**src/rtl/multicycle_main_controller_if.sv**
```systemverilog
// Control bundle between the multicycle main controller and the MIPS datapath.
// The controller takes the master side; the datapath/IR side takes the slave side.
interface multicycle_main_controller_if;
  logic [5:0] Op;
  logic       Zero;
  logic       IorD;
  logic       MemWrite;
  logic       IRWrite;
  logic       RegDst;
  logic       MemtoReg;
  logic       RegWrite;
  logic       ALUSrcA;
  logic [1:0] ALUSrcB;
  logic [1:0] ALUOp;
  logic [1:0] PCSrc;
  logic       Branch;
  logic       PCWrite;
  logic       PCEn;
  logic [3:0] State;

  modport master (
    input  Op, Zero,
    output IorD, MemWrite, IRWrite, RegDst, MemtoReg, RegWrite, ALUSrcA,
           ALUSrcB, ALUOp, PCSrc, Branch, PCWrite, PCEn, State
  );

  modport slave (
    output Op, Zero,
    input  IorD, MemWrite, IRWrite, RegDst, MemtoReg, RegWrite, ALUSrcA,
           ALUSrcB, ALUOp, PCSrc, Branch, PCWrite, PCEn, State
  );
endinterface

```
**src/rtl/multicycle_main_controller.sv**
```systemverilog
// Moore FSM sequencing the shared multicycle MIPS datapath; PCEn is the only
// output that also depends on an input (Zero).
module multicycle_main_controller (
  input  logic                                clk,
  input  logic                                reset,
  multicycle_main_controller_if.master        bus
);

  typedef enum logic [3:0] {
    S_FETCH   = 4'd0,
    S_DECODE  = 4'd1,
    S_MEMADR  = 4'd2,
    S_MEMRD   = 4'd3,
    S_MEMWB   = 4'd4,
    S_MEMWR   = 4'd5,
    S_EXECUTE = 4'd6,
    S_ALUWB   = 4'd7,
    S_BRANCH  = 4'd8,
    S_ADDIEX  = 4'd9,
    S_ADDIWB  = 4'd10,
    S_JUMP    = 4'd11
  } state_e;

  localparam logic [5:0] OP_RTYPE = 6'b000000;
  localparam logic [5:0] OP_LW    = 6'b100011;
  localparam logic [5:0] OP_SW    = 6'b101011;
  localparam logic [5:0] OP_BEQ   = 6'b000100;
  localparam logic [5:0] OP_ADDI  = 6'b001000;
  localparam logic [5:0] OP_J     = 6'b000010;

  state_e state_q, state_d;
  state_e out_state;

  always_ff @(posedge clk) begin
    if (reset) state_q <= S_FETCH;
    else       state_q <= state_d;
  end

  always_comb begin
    state_d = S_FETCH;
    case (state_q)
      S_FETCH:   state_d = S_DECODE;
      S_DECODE: begin
        case (bus.Op)
          OP_LW, OP_SW: state_d = S_MEMADR;
          OP_RTYPE:     state_d = S_EXECUTE;
          OP_BEQ:       state_d = S_BRANCH;
          OP_ADDI:      state_d = S_ADDIEX;
          OP_J:         state_d = S_JUMP;
          default:      state_d = S_FETCH;
        endcase
      end
      S_MEMADR:  state_d = (bus.Op == OP_LW) ? S_MEMRD : S_MEMWR;
      S_MEMRD:   state_d = S_MEMWB;
      S_EXECUTE: state_d = S_ALUWB;
      S_ADDIEX:  state_d = S_ADDIWB;
      default:   state_d = S_FETCH;
    endcase
  end

  // During reset the selects show FETCH values and every enable is held low.
  always_comb begin
    out_state    = reset ? S_FETCH : state_q;
    bus.IorD     = 1'b0;
    bus.MemWrite = 1'b0;
    bus.IRWrite  = 1'b0;
    bus.RegDst   = 1'b0;
    bus.MemtoReg = 1'b0;
    bus.RegWrite = 1'b0;
    bus.ALUSrcA  = 1'b0;
    bus.ALUSrcB  = '0;
    bus.ALUOp    = '0;
    bus.PCSrc    = '0;
    bus.Branch   = 1'b0;
    bus.PCWrite  = 1'b0;
    case (out_state)
      S_FETCH: begin
        bus.IRWrite = 1'b1;
        bus.PCWrite = 1'b1;
        bus.ALUSrcB = 2'b01;
      end
      S_DECODE:  bus.ALUSrcB = 2'b11;
      S_MEMADR: begin
        bus.ALUSrcA = 1'b1;
        bus.ALUSrcB = 2'b10;
      end
      S_MEMRD:   bus.IorD = 1'b1;
      S_MEMWB: begin
        bus.MemtoReg = 1'b1;
        bus.RegWrite = 1'b1;
      end
      S_MEMWR: begin
        bus.IorD     = 1'b1;
        bus.MemWrite = 1'b1;
      end
      S_EXECUTE: begin
        bus.ALUSrcA = 1'b1;
        bus.ALUOp   = 2'b10;
      end
      S_ALUWB: begin
        bus.RegDst   = 1'b1;
        bus.RegWrite = 1'b1;
      end
      S_BRANCH: begin
        bus.ALUSrcA = 1'b1;
        bus.ALUOp   = 2'b01;
        bus.PCSrc   = 2'b01;
        bus.Branch  = 1'b1;
      end
      S_ADDIEX: begin
        bus.ALUSrcA = 1'b1;
        bus.ALUSrcB = 2'b10;
      end
      S_ADDIWB:  bus.RegWrite = 1'b1;
      S_JUMP: begin
        bus.PCSrc   = 2'b10;
        bus.PCWrite = 1'b1;
      end
      default: ;
    endcase
    if (reset) begin
      bus.IRWrite = 1'b0;
      bus.PCWrite = 1'b0;
    end
  end

  assign bus.PCEn  = bus.PCWrite | (bus.Branch & bus.Zero);
  assign bus.State = state_q;

endmodule

```
**src/flat_wrapper.sv**
```systemverilog
// flat-port wrapper written by rule: the top's interface ports become plain ports
module multicycle_main_controller_flat 
  (clk, reset, bus_Op, bus_Zero, bus_IorD, bus_MemWrite, bus_IRWrite, bus_RegDst, bus_MemtoReg, bus_RegWrite, bus_ALUSrcA, bus_ALUSrcB, bus_ALUOp, bus_PCSrc, bus_Branch, bus_PCWrite, bus_PCEn, bus_State);
  multicycle_main_controller_if bus_i ();
  input  logic clk;
  input  logic reset;
  input wire logic [$bits(bus_i.Op)-1:0] bus_Op;
  input wire logic [$bits(bus_i.Zero)-1:0] bus_Zero;
  output wire logic [$bits(bus_i.IorD)-1:0] bus_IorD;
  output wire logic [$bits(bus_i.MemWrite)-1:0] bus_MemWrite;
  output wire logic [$bits(bus_i.IRWrite)-1:0] bus_IRWrite;
  output wire logic [$bits(bus_i.RegDst)-1:0] bus_RegDst;
  output wire logic [$bits(bus_i.MemtoReg)-1:0] bus_MemtoReg;
  output wire logic [$bits(bus_i.RegWrite)-1:0] bus_RegWrite;
  output wire logic [$bits(bus_i.ALUSrcA)-1:0] bus_ALUSrcA;
  output wire logic [$bits(bus_i.ALUSrcB)-1:0] bus_ALUSrcB;
  output wire logic [$bits(bus_i.ALUOp)-1:0] bus_ALUOp;
  output wire logic [$bits(bus_i.PCSrc)-1:0] bus_PCSrc;
  output wire logic [$bits(bus_i.Branch)-1:0] bus_Branch;
  output wire logic [$bits(bus_i.PCWrite)-1:0] bus_PCWrite;
  output wire logic [$bits(bus_i.PCEn)-1:0] bus_PCEn;
  output wire logic [$bits(bus_i.State)-1:0] bus_State;
  assign bus_i.Op = bus_Op;
  assign bus_i.Zero = bus_Zero;
  assign bus_IorD = bus_i.IorD;
  assign bus_MemWrite = bus_i.MemWrite;
  assign bus_IRWrite = bus_i.IRWrite;
  assign bus_RegDst = bus_i.RegDst;
  assign bus_MemtoReg = bus_i.MemtoReg;
  assign bus_RegWrite = bus_i.RegWrite;
  assign bus_ALUSrcA = bus_i.ALUSrcA;
  assign bus_ALUSrcB = bus_i.ALUSrcB;
  assign bus_ALUOp = bus_i.ALUOp;
  assign bus_PCSrc = bus_i.PCSrc;
  assign bus_Branch = bus_i.Branch;
  assign bus_PCWrite = bus_i.PCWrite;
  assign bus_PCEn = bus_i.PCEn;
  assign bus_State = bus_i.State;
  multicycle_main_controller u_core (.clk(clk), .reset(reset), .bus(bus_i));
endmodule
```
**config.mk**
```make
export PLATFORM = sky130hd
export DESIGN_NAME = multicycle_main_controller_flat
export DESIGN_NICKNAME = d
export VERILOG_FILES = /design/src/rtl/multicycle_main_controller_if.sv /design/src/rtl/multicycle_main_controller.sv /design/src/flat_wrapper.sv
export SDC_FILE = /design/constraint.sdc
export NUM_CORES = 1
export LEC_CHECK = 0
export ABC_AREA = 1
export BUFFER_PORTS_ARGS = -buffer_cell sky130_fd_sc_hd__buf_2
export CAP_MARGIN = 10
export CORE_UTILIZATION = 30
export DETAILED_ROUTE_END_ITERATION = 10
export PLACE_DENSITY = 0.64
export SYNTH_ARGS = -nofsm -noshare
export SYNTH_HDL_FRONTEND = slang
export SYNTH_SLANG_ARGS = --single-unit
```
**constraint.sdc**
```tcl
create_clock -name clk -period 1.55 [get_ports clk]
set_input_delay 0.2325 -clock clk [delete_from_list [all_inputs] [get_ports clk]]
set_output_delay 0.2325 -clock clk [all_outputs]
set_load 0.05 [all_outputs]
```
==> metrics, run 1 <==
status=complete, but fails checks; failing checks=setup timing; total wire length=1.77 mm; Setup Skew=0.00873 ns; Yosys reg bits=4; drc violations=0; die area=0.00187 mm2; Bufs on Longest Clock Path=2; Post-synth EDFFs=0; worst-path fanout max=7; Finished Core Util=0.716; Tot Pwr=0.442 mW; crit path launch type=flop; Final Critical Period=1.61 ns; CTS tree=done; Final #Nets=152; initial core utilization=0.332; worst reg-to-reg setup slack=0.27 ns; f_max=0.620 GHz; Top Ports=29; n_diodes=0; First-pass DRT Iterations=4; max reg flops=4; layout cells sized above 1=0.674; DPL Wire Length=1.20 mm; final setup fails=9; Hold Fails Final Rpt=0; Synth Cell Area=512 um2; Synth Area per Inst=5.44 um2; first-pass GRT wire length=2.65 mm; post-route ant nets=0; required time of the critical path=1.32 ns; clock root buffer=clkbuf_4; CP peak stage delay=0.39 ns; drt initial violations=16; synth unique cells=17; row cnt=14; routed len/inst=11.2 um; clk slew on worst S/H paths=0.04 ns; CTS Buf Count=3; class of the worst hold path=primary input to flop; vias in the first global route=674; warnings from Yosys=0; Leakage=0.553 nW; number of port buffers=28; WHS=0.387 ns; register area share after synthesis=0.156; measured slew at the worst slew-check pin=0.285 ns; CP max-delay cell=dfxtp_4; Layout area overhead=116%; Clock Latency Late Sink=0.24 ns; Setup CP Type=flop to output port; H-tree depth=1; post-synth net total=103; Crit path max-delay family=simple AND/OR/NAND/NOR gates; core area=0.00154 mm2; WP data arrival=1.38 ns; Sink Count=4; Global Route Usage Sum=0.189; crit-path cells=inv_2 > nor2_4 > nand2_4 > nor2_4 > nor2_4 > nand2_4 > buf_8; number of max-cap violations=0; Via Count=757; CP most frequent cell=nor2_4; Die Ht=43.3 um; largest net degree at the start of global routing=8; Final Cycle Share=1.04; PD cells=400 mW/mm2; CP endpoint kind=output port; GPL Wtd Cong=0.770; Worst slew margin=0.809; Vias/cell=4.82; Die Wd=43.3 um; grt total ovfl=0; worst path bufs/invs=2; Max IR drop VDD=311 uV; Pins Over Slew Limit=0; Async SR Flop Fraction=0; RSZ-0062 raised after global routing=yes; Most used DFF post-synth=dfxtp_1; post-synthesis cell count=94; hold_buf cts=0; setup ws final=-0.0640 ns; initial antenna violation count=0
worst min-delay path: stages:
cell and delay (ns):
buf_2 0.12, nand3_1 0.08, nand2_1 0.05, nand2_1 0.05, a21oi_1 0.05
synthesized netlist by cell type (2+ instances only):
library cell / count / share of area
o21ai_0: 2 / 0.020
nand2_1: 22 / 0.16
buf_4: 2 / 0.029
nand3_1: 10 / 0.098
nor2_2: 4 / 0.049
inv_1: 13 / 0.095
dfxtp_1: 4 / 0.16
nand3b_1: 2 / 0.029
nor2_4: 3 / 0.066
inv_2: 4 / 0.029
a21oi_1: 4 / 0.039
nor2_1: 19 / 0.14
per-stage QoR:
| step | setup TNS (ns) | area, um2 | setup WS [ns] | cells |
|---|---|---|---|---|
| 5_1_grt | -1.15 | 1100 | -0.153 | 157 |
| 3_5_place_dp | -0.0337 | 793 | -0.0337 | 143 |
| 6_report | -0.438 | 1100 | -0.0640 | 157 |
| 4_1_cts | -0.310 | 962 | -0.0554 | 150 |
| 2_1_floorplan | -1.00 | 614 | -0.272 | 94 |
| 3_3_place_gp | -0.00412 | 793 | -0.00412 | 143 |
report_power, final:
part           internal [mW]  switching [mW]  leakage, nW
clock network         0.0868          0.0456       0.0138
registers              0.102         0.00757       0.0355
logic                 0.0784           0.121        0.504
layout make-up:
class | count | area (um2)
Fill cell | 123 | 438
Tap cell | 16 | 20.0
Sequential cell | 4 | 95.1
Multi-Input combinational cell | 70 | 475
Inverter | 17 | 73.8
Clock buffer | 3 | 22.5
Timing Repair Buffer | 47 | 417
cells by family (layout without fill, tap and decap cells):
family,count (synthesis),after routing,share of synthesized area
flops,4,4,0.156
simple gates,62,62,0.575
buf+inv,20,67,0.176
compound gates,8,8,0.0929
layer usage:
| layer | track usage | wire length (um) | up-vias |
|---|---|---|---|
| met5 | 0 | 0 | - |
| met2 | 0.349 | 985 | 33 |
| met1 | 0.203 | 656 | 336 |
| met3 | 0.0596 | 95 | 4 |
| met4 | 0.0545 | 29 | 0 |
| li1 | - | - | 384 |
timing repair:
action	CTS	global route
resized for setup	40	28
pin swaps	7	6
endpoints found under the setup margin	14	15
buffers inserted	4	7
path summary, 6_finish.rpt:
path                       start                  end  depth (start not counted)
max          u_core.bus.State[0]             bus_PCEn                          7
min                    bus_Op[0]  u_core.bus.State[1]                          5
max reg2reg  u_core.bus.State[3]  u_core.bus.State[1]                          8
min reg2reg  u_core.bus.State[3]  u_core.bus.State[0]                          3
cell usage in the layout, fill, tap and decap left out, types with 2 or more instances in the layout:
| cell | instances |
|---|---|
| nand2_2 | 8 |
| nor2_2 | 2 |
| clkbuf_4 | 4 |
| clkinvlp_4 | 2 |
| buf_6 | 7 |
| buf_2 | 12 |
| nand2_1 | 11 |
| inv_1 | 7 |
| o21ai_2 | 2 |
| nor2_4 | 12 |
| inv_2 | 7 |
| nand3b_1 | 2 |
| nor2_1 | 12 |
| dfxtp_4 | 4 |
| buf_8 | 9 |
| buf_4 | 18 |
| a21oi_1 | 4 |
| nand2_4 | 4 |
| nand3_1 | 9 |
No activity file was read; power rests on OpenSTA's default activity.
==> inputs of run 2 (changes only) <==
--- a/config.mk
+++ b/config.mk
@@ -11,6 +11,7 @@
 export CORE_UTILIZATION = 30
 export DETAILED_ROUTE_END_ITERATION = 10
 export PLACE_DENSITY = 0.64
+export REMOVE_ABC_BUFFERS = 1
 export SYNTH_ARGS = -nofsm -noshare
 export SYNTH_HDL_FRONTEND = slang
 export SYNTH_SLANG_ARGS = --single-unit
==> run 2 against run 1 <==
  * The flow still finishes with violations (setup timing)
  * Flip-flop and latch count did not move
  * Clock-buffer cell count did not move
  * Critical path depth did not move
  * Cell count fell by 5.7%
  * Non-clock buffer count fell by 9
  * Via count fell by 8.6%
  * Combinational power fell by 19%
  * Worst setup slack improved by 0.028 ns
  * Register-to-register slack improved by 0.11 ns
  * Critical path type unchanged
  * Highest routed layer is now met3
==> metrics, run 2 (same netlist as run 1, synthesis figures left out) <==
status=complete, but fails checks; failing checks=setup timing; initial core utilization=0.332 (unchanged); f_max=0.631 GHz (+1.8%); CTS tree=done; hold_buf cts=0 (unchanged); Die Wd=43.3 um (unchanged); pre-CTS setup slack=0.0179 ns (+0.0516 ns); First-pass DRT Iterations=4 (unchanged); Finished Core Util=0.552 (-0.164); Via Count=692 (-8.6%); Pins Over Slew Limit=0 (unchanged); Cell Count, Final, Fillers Out=148 (-5.7%); first-pass GRT wire length=2.48 mm (-6.2%); required time of the critical path=1.32 ns (about the same); worst-path fanout max=4 (-3); Layout area overhead=66.3%; FF+latch area=90.1 um2 (-5.3%); combined area of the multi-input logic cells=383 um2 (-19%); WP data arrival=1.35 ns (-0.03 ns); vias in the first global route=647 (-4.0%); Die Ht=43.3 um (unchanged); clk slew on worst S/H paths=0.04 ns (about the same); number of max-cap violations=0 (unchanged); CTS Buf Count=3 (unchanged); Max IR drop VDD=246 uV (-21%); Sink Count=4 (unchanged); crit path launch type=flop; buffer count from post-CTS setup fixing=0 (-4); number of port buffers=28 (unchanged); drt initial violations=13 (-3); # fillers=157 (+28%); Worst slew margin=0.799 (-0.0101); DPL Wire Length=1.16 mm (-3.7%); Clock Latency Late Sink=0.23 ns (about the same); most frequent cells in the layout=nand2_1, buf_4, nor2_1, buf_2, nand3_1; total wire length=1.47 mm (-17%); die area=0.00187 mm2 (unchanged); clock root buffer=clkbuf_4; Bufs on Longest Clock Path=2 (unchanged); class of the worst hold path=primary input to flop; Vias/cell=4.68 (-3.0%); PD cells=467 mW/mm2 (+17%); drc violations=0 (unchanged); max reg flops=4 (unchanged); largest net degree at the start of global routing=7 (-1); Total Neg Setup Slack=-0.0833 ns (+0.354 ns); CP endpoint kind=output port; Setup CP Type=flop to output port; initial antenna violation count=0 (unchanged); Hold Fails Final Rpt=0 (unchanged); Global Route Usage Sum=0.170 (-0.0193); Leakage=0.467 nW (-16%); H-tree depth=1 (unchanged); Top Ports=29 (unchanged); setup ws final=-0.0359 ns (+0.0282 ns); Final #Nets=143 (-5.9%); # placed instances=145 (+1.4%); final setup fails=3 (-6); routed len/inst=9.93 um (-12%); Final Critical Period=1.59 ns (-0.0282 ns); n_diodes=0 (unchanged); measured slew at the worst slew-check pin=0.300 ns (+0.0151 ns); Setup Skew=0.00543 ns (-0.00330 ns); Final Cycle Share=1.02 (-0.0182); layout cells sized above 1=0.530 (-0.143); row cnt=14 (unchanged); RSZ-0062 raised after global routing=yes; GPL Wtd Cong=0.793 (+3.0%); grt total ovfl=0 (unchanged); post-route ant nets=0 (unchanged); most common cell after layout, fill and taps aside=nand2_1; Tot Pwr=0.398 mW (-10%); core area=0.00154 mm2 (unchanged)
==> run 2: cell types whose count changed in the layout (fill, tap and decap cells not counted), moves of 3 or more <==
cell,delta
buf_8,-9
nor2_4,-5
nand2_4,-4
nand2_2,-6
nand2_1,+10
nor2_2,+3
==> run 2: metal layers <==
layer | wire length, um | vias to the layer above | share of wire | GRT usage
met5 | 0 | - | 0 | 0
met4 | 0 | 0 | 0 | 0.0545
met3 | 80 | 0 | 0.054 | 0.0170
met2 | 798 | 25 | 0.54 | 0.346
met1 | 590 | 300 | 0.40 | 0.174
li1 | - | 367 | - | -
==> run 2: power breakdown <==
part           total, mW  internal [mW]  leakage [nW]  switching [mW]
Combinational      0.161         0.0559         0.418           0.105
Clock              0.125         0.0863        0.0138          0.0387
Sequential         0.112          0.104        0.0349         0.00737
==> run 2: worst paths after layout <==
path / to / slack (ns) / start / cells past startpoint
worst min-delay path: u_core.bus.State[1] / 0.42 / bus_Op[0] / 5
worst min register to register: u_core.bus.State[0] / 0.59 / u_core.bus.State[3] / 3
worst max-delay path: bus_ALUSrcA / -0.04 / u_core.bus.State[2] / 7
worst max register to register: u_core.bus.State[2] / 0.38 / u_core.bus.State[3] / 9
==> run 2: final cells by class <==
cell class	count	share of cell area
well taps	16	0.0235
multi-input cells	70	0.450
flip-flops and latches	4	0.106
inverters	17	0.0779
clock buffers	3	0.0265
repair buffers	38	0.316
==> run 2: worst max-delay path, cell delays in order (launching register included) <==
cell and delay [ns]:
dfxtp_4 0.38, inv_1 0.06, nor2_2 0.14, nand2_1 0.12, nor2_2 0.14, nor2_1 0.07, nand2_1 0.07, buf_6 0.15
==> run 2: per-stage QoR <==
step / hold slack [ns] / cell area, um2
2_1_floorplan: 0.302 / 485
3_3_place_gp: 0.589 / 721
3_5_place_dp: 0.594 / 721
5_1_grt: 0.454 / 851
6_report: 0.420 / 851
4_1_cts: 0.405 / 822
==> run 2: what timing repair did <==
item	in CTS	in global routing
endpoints found under the setup margin	15	15
cloned	0	0
pin swaps	3	3
resized for setup	31	13
hold endpoints to repair	0	0
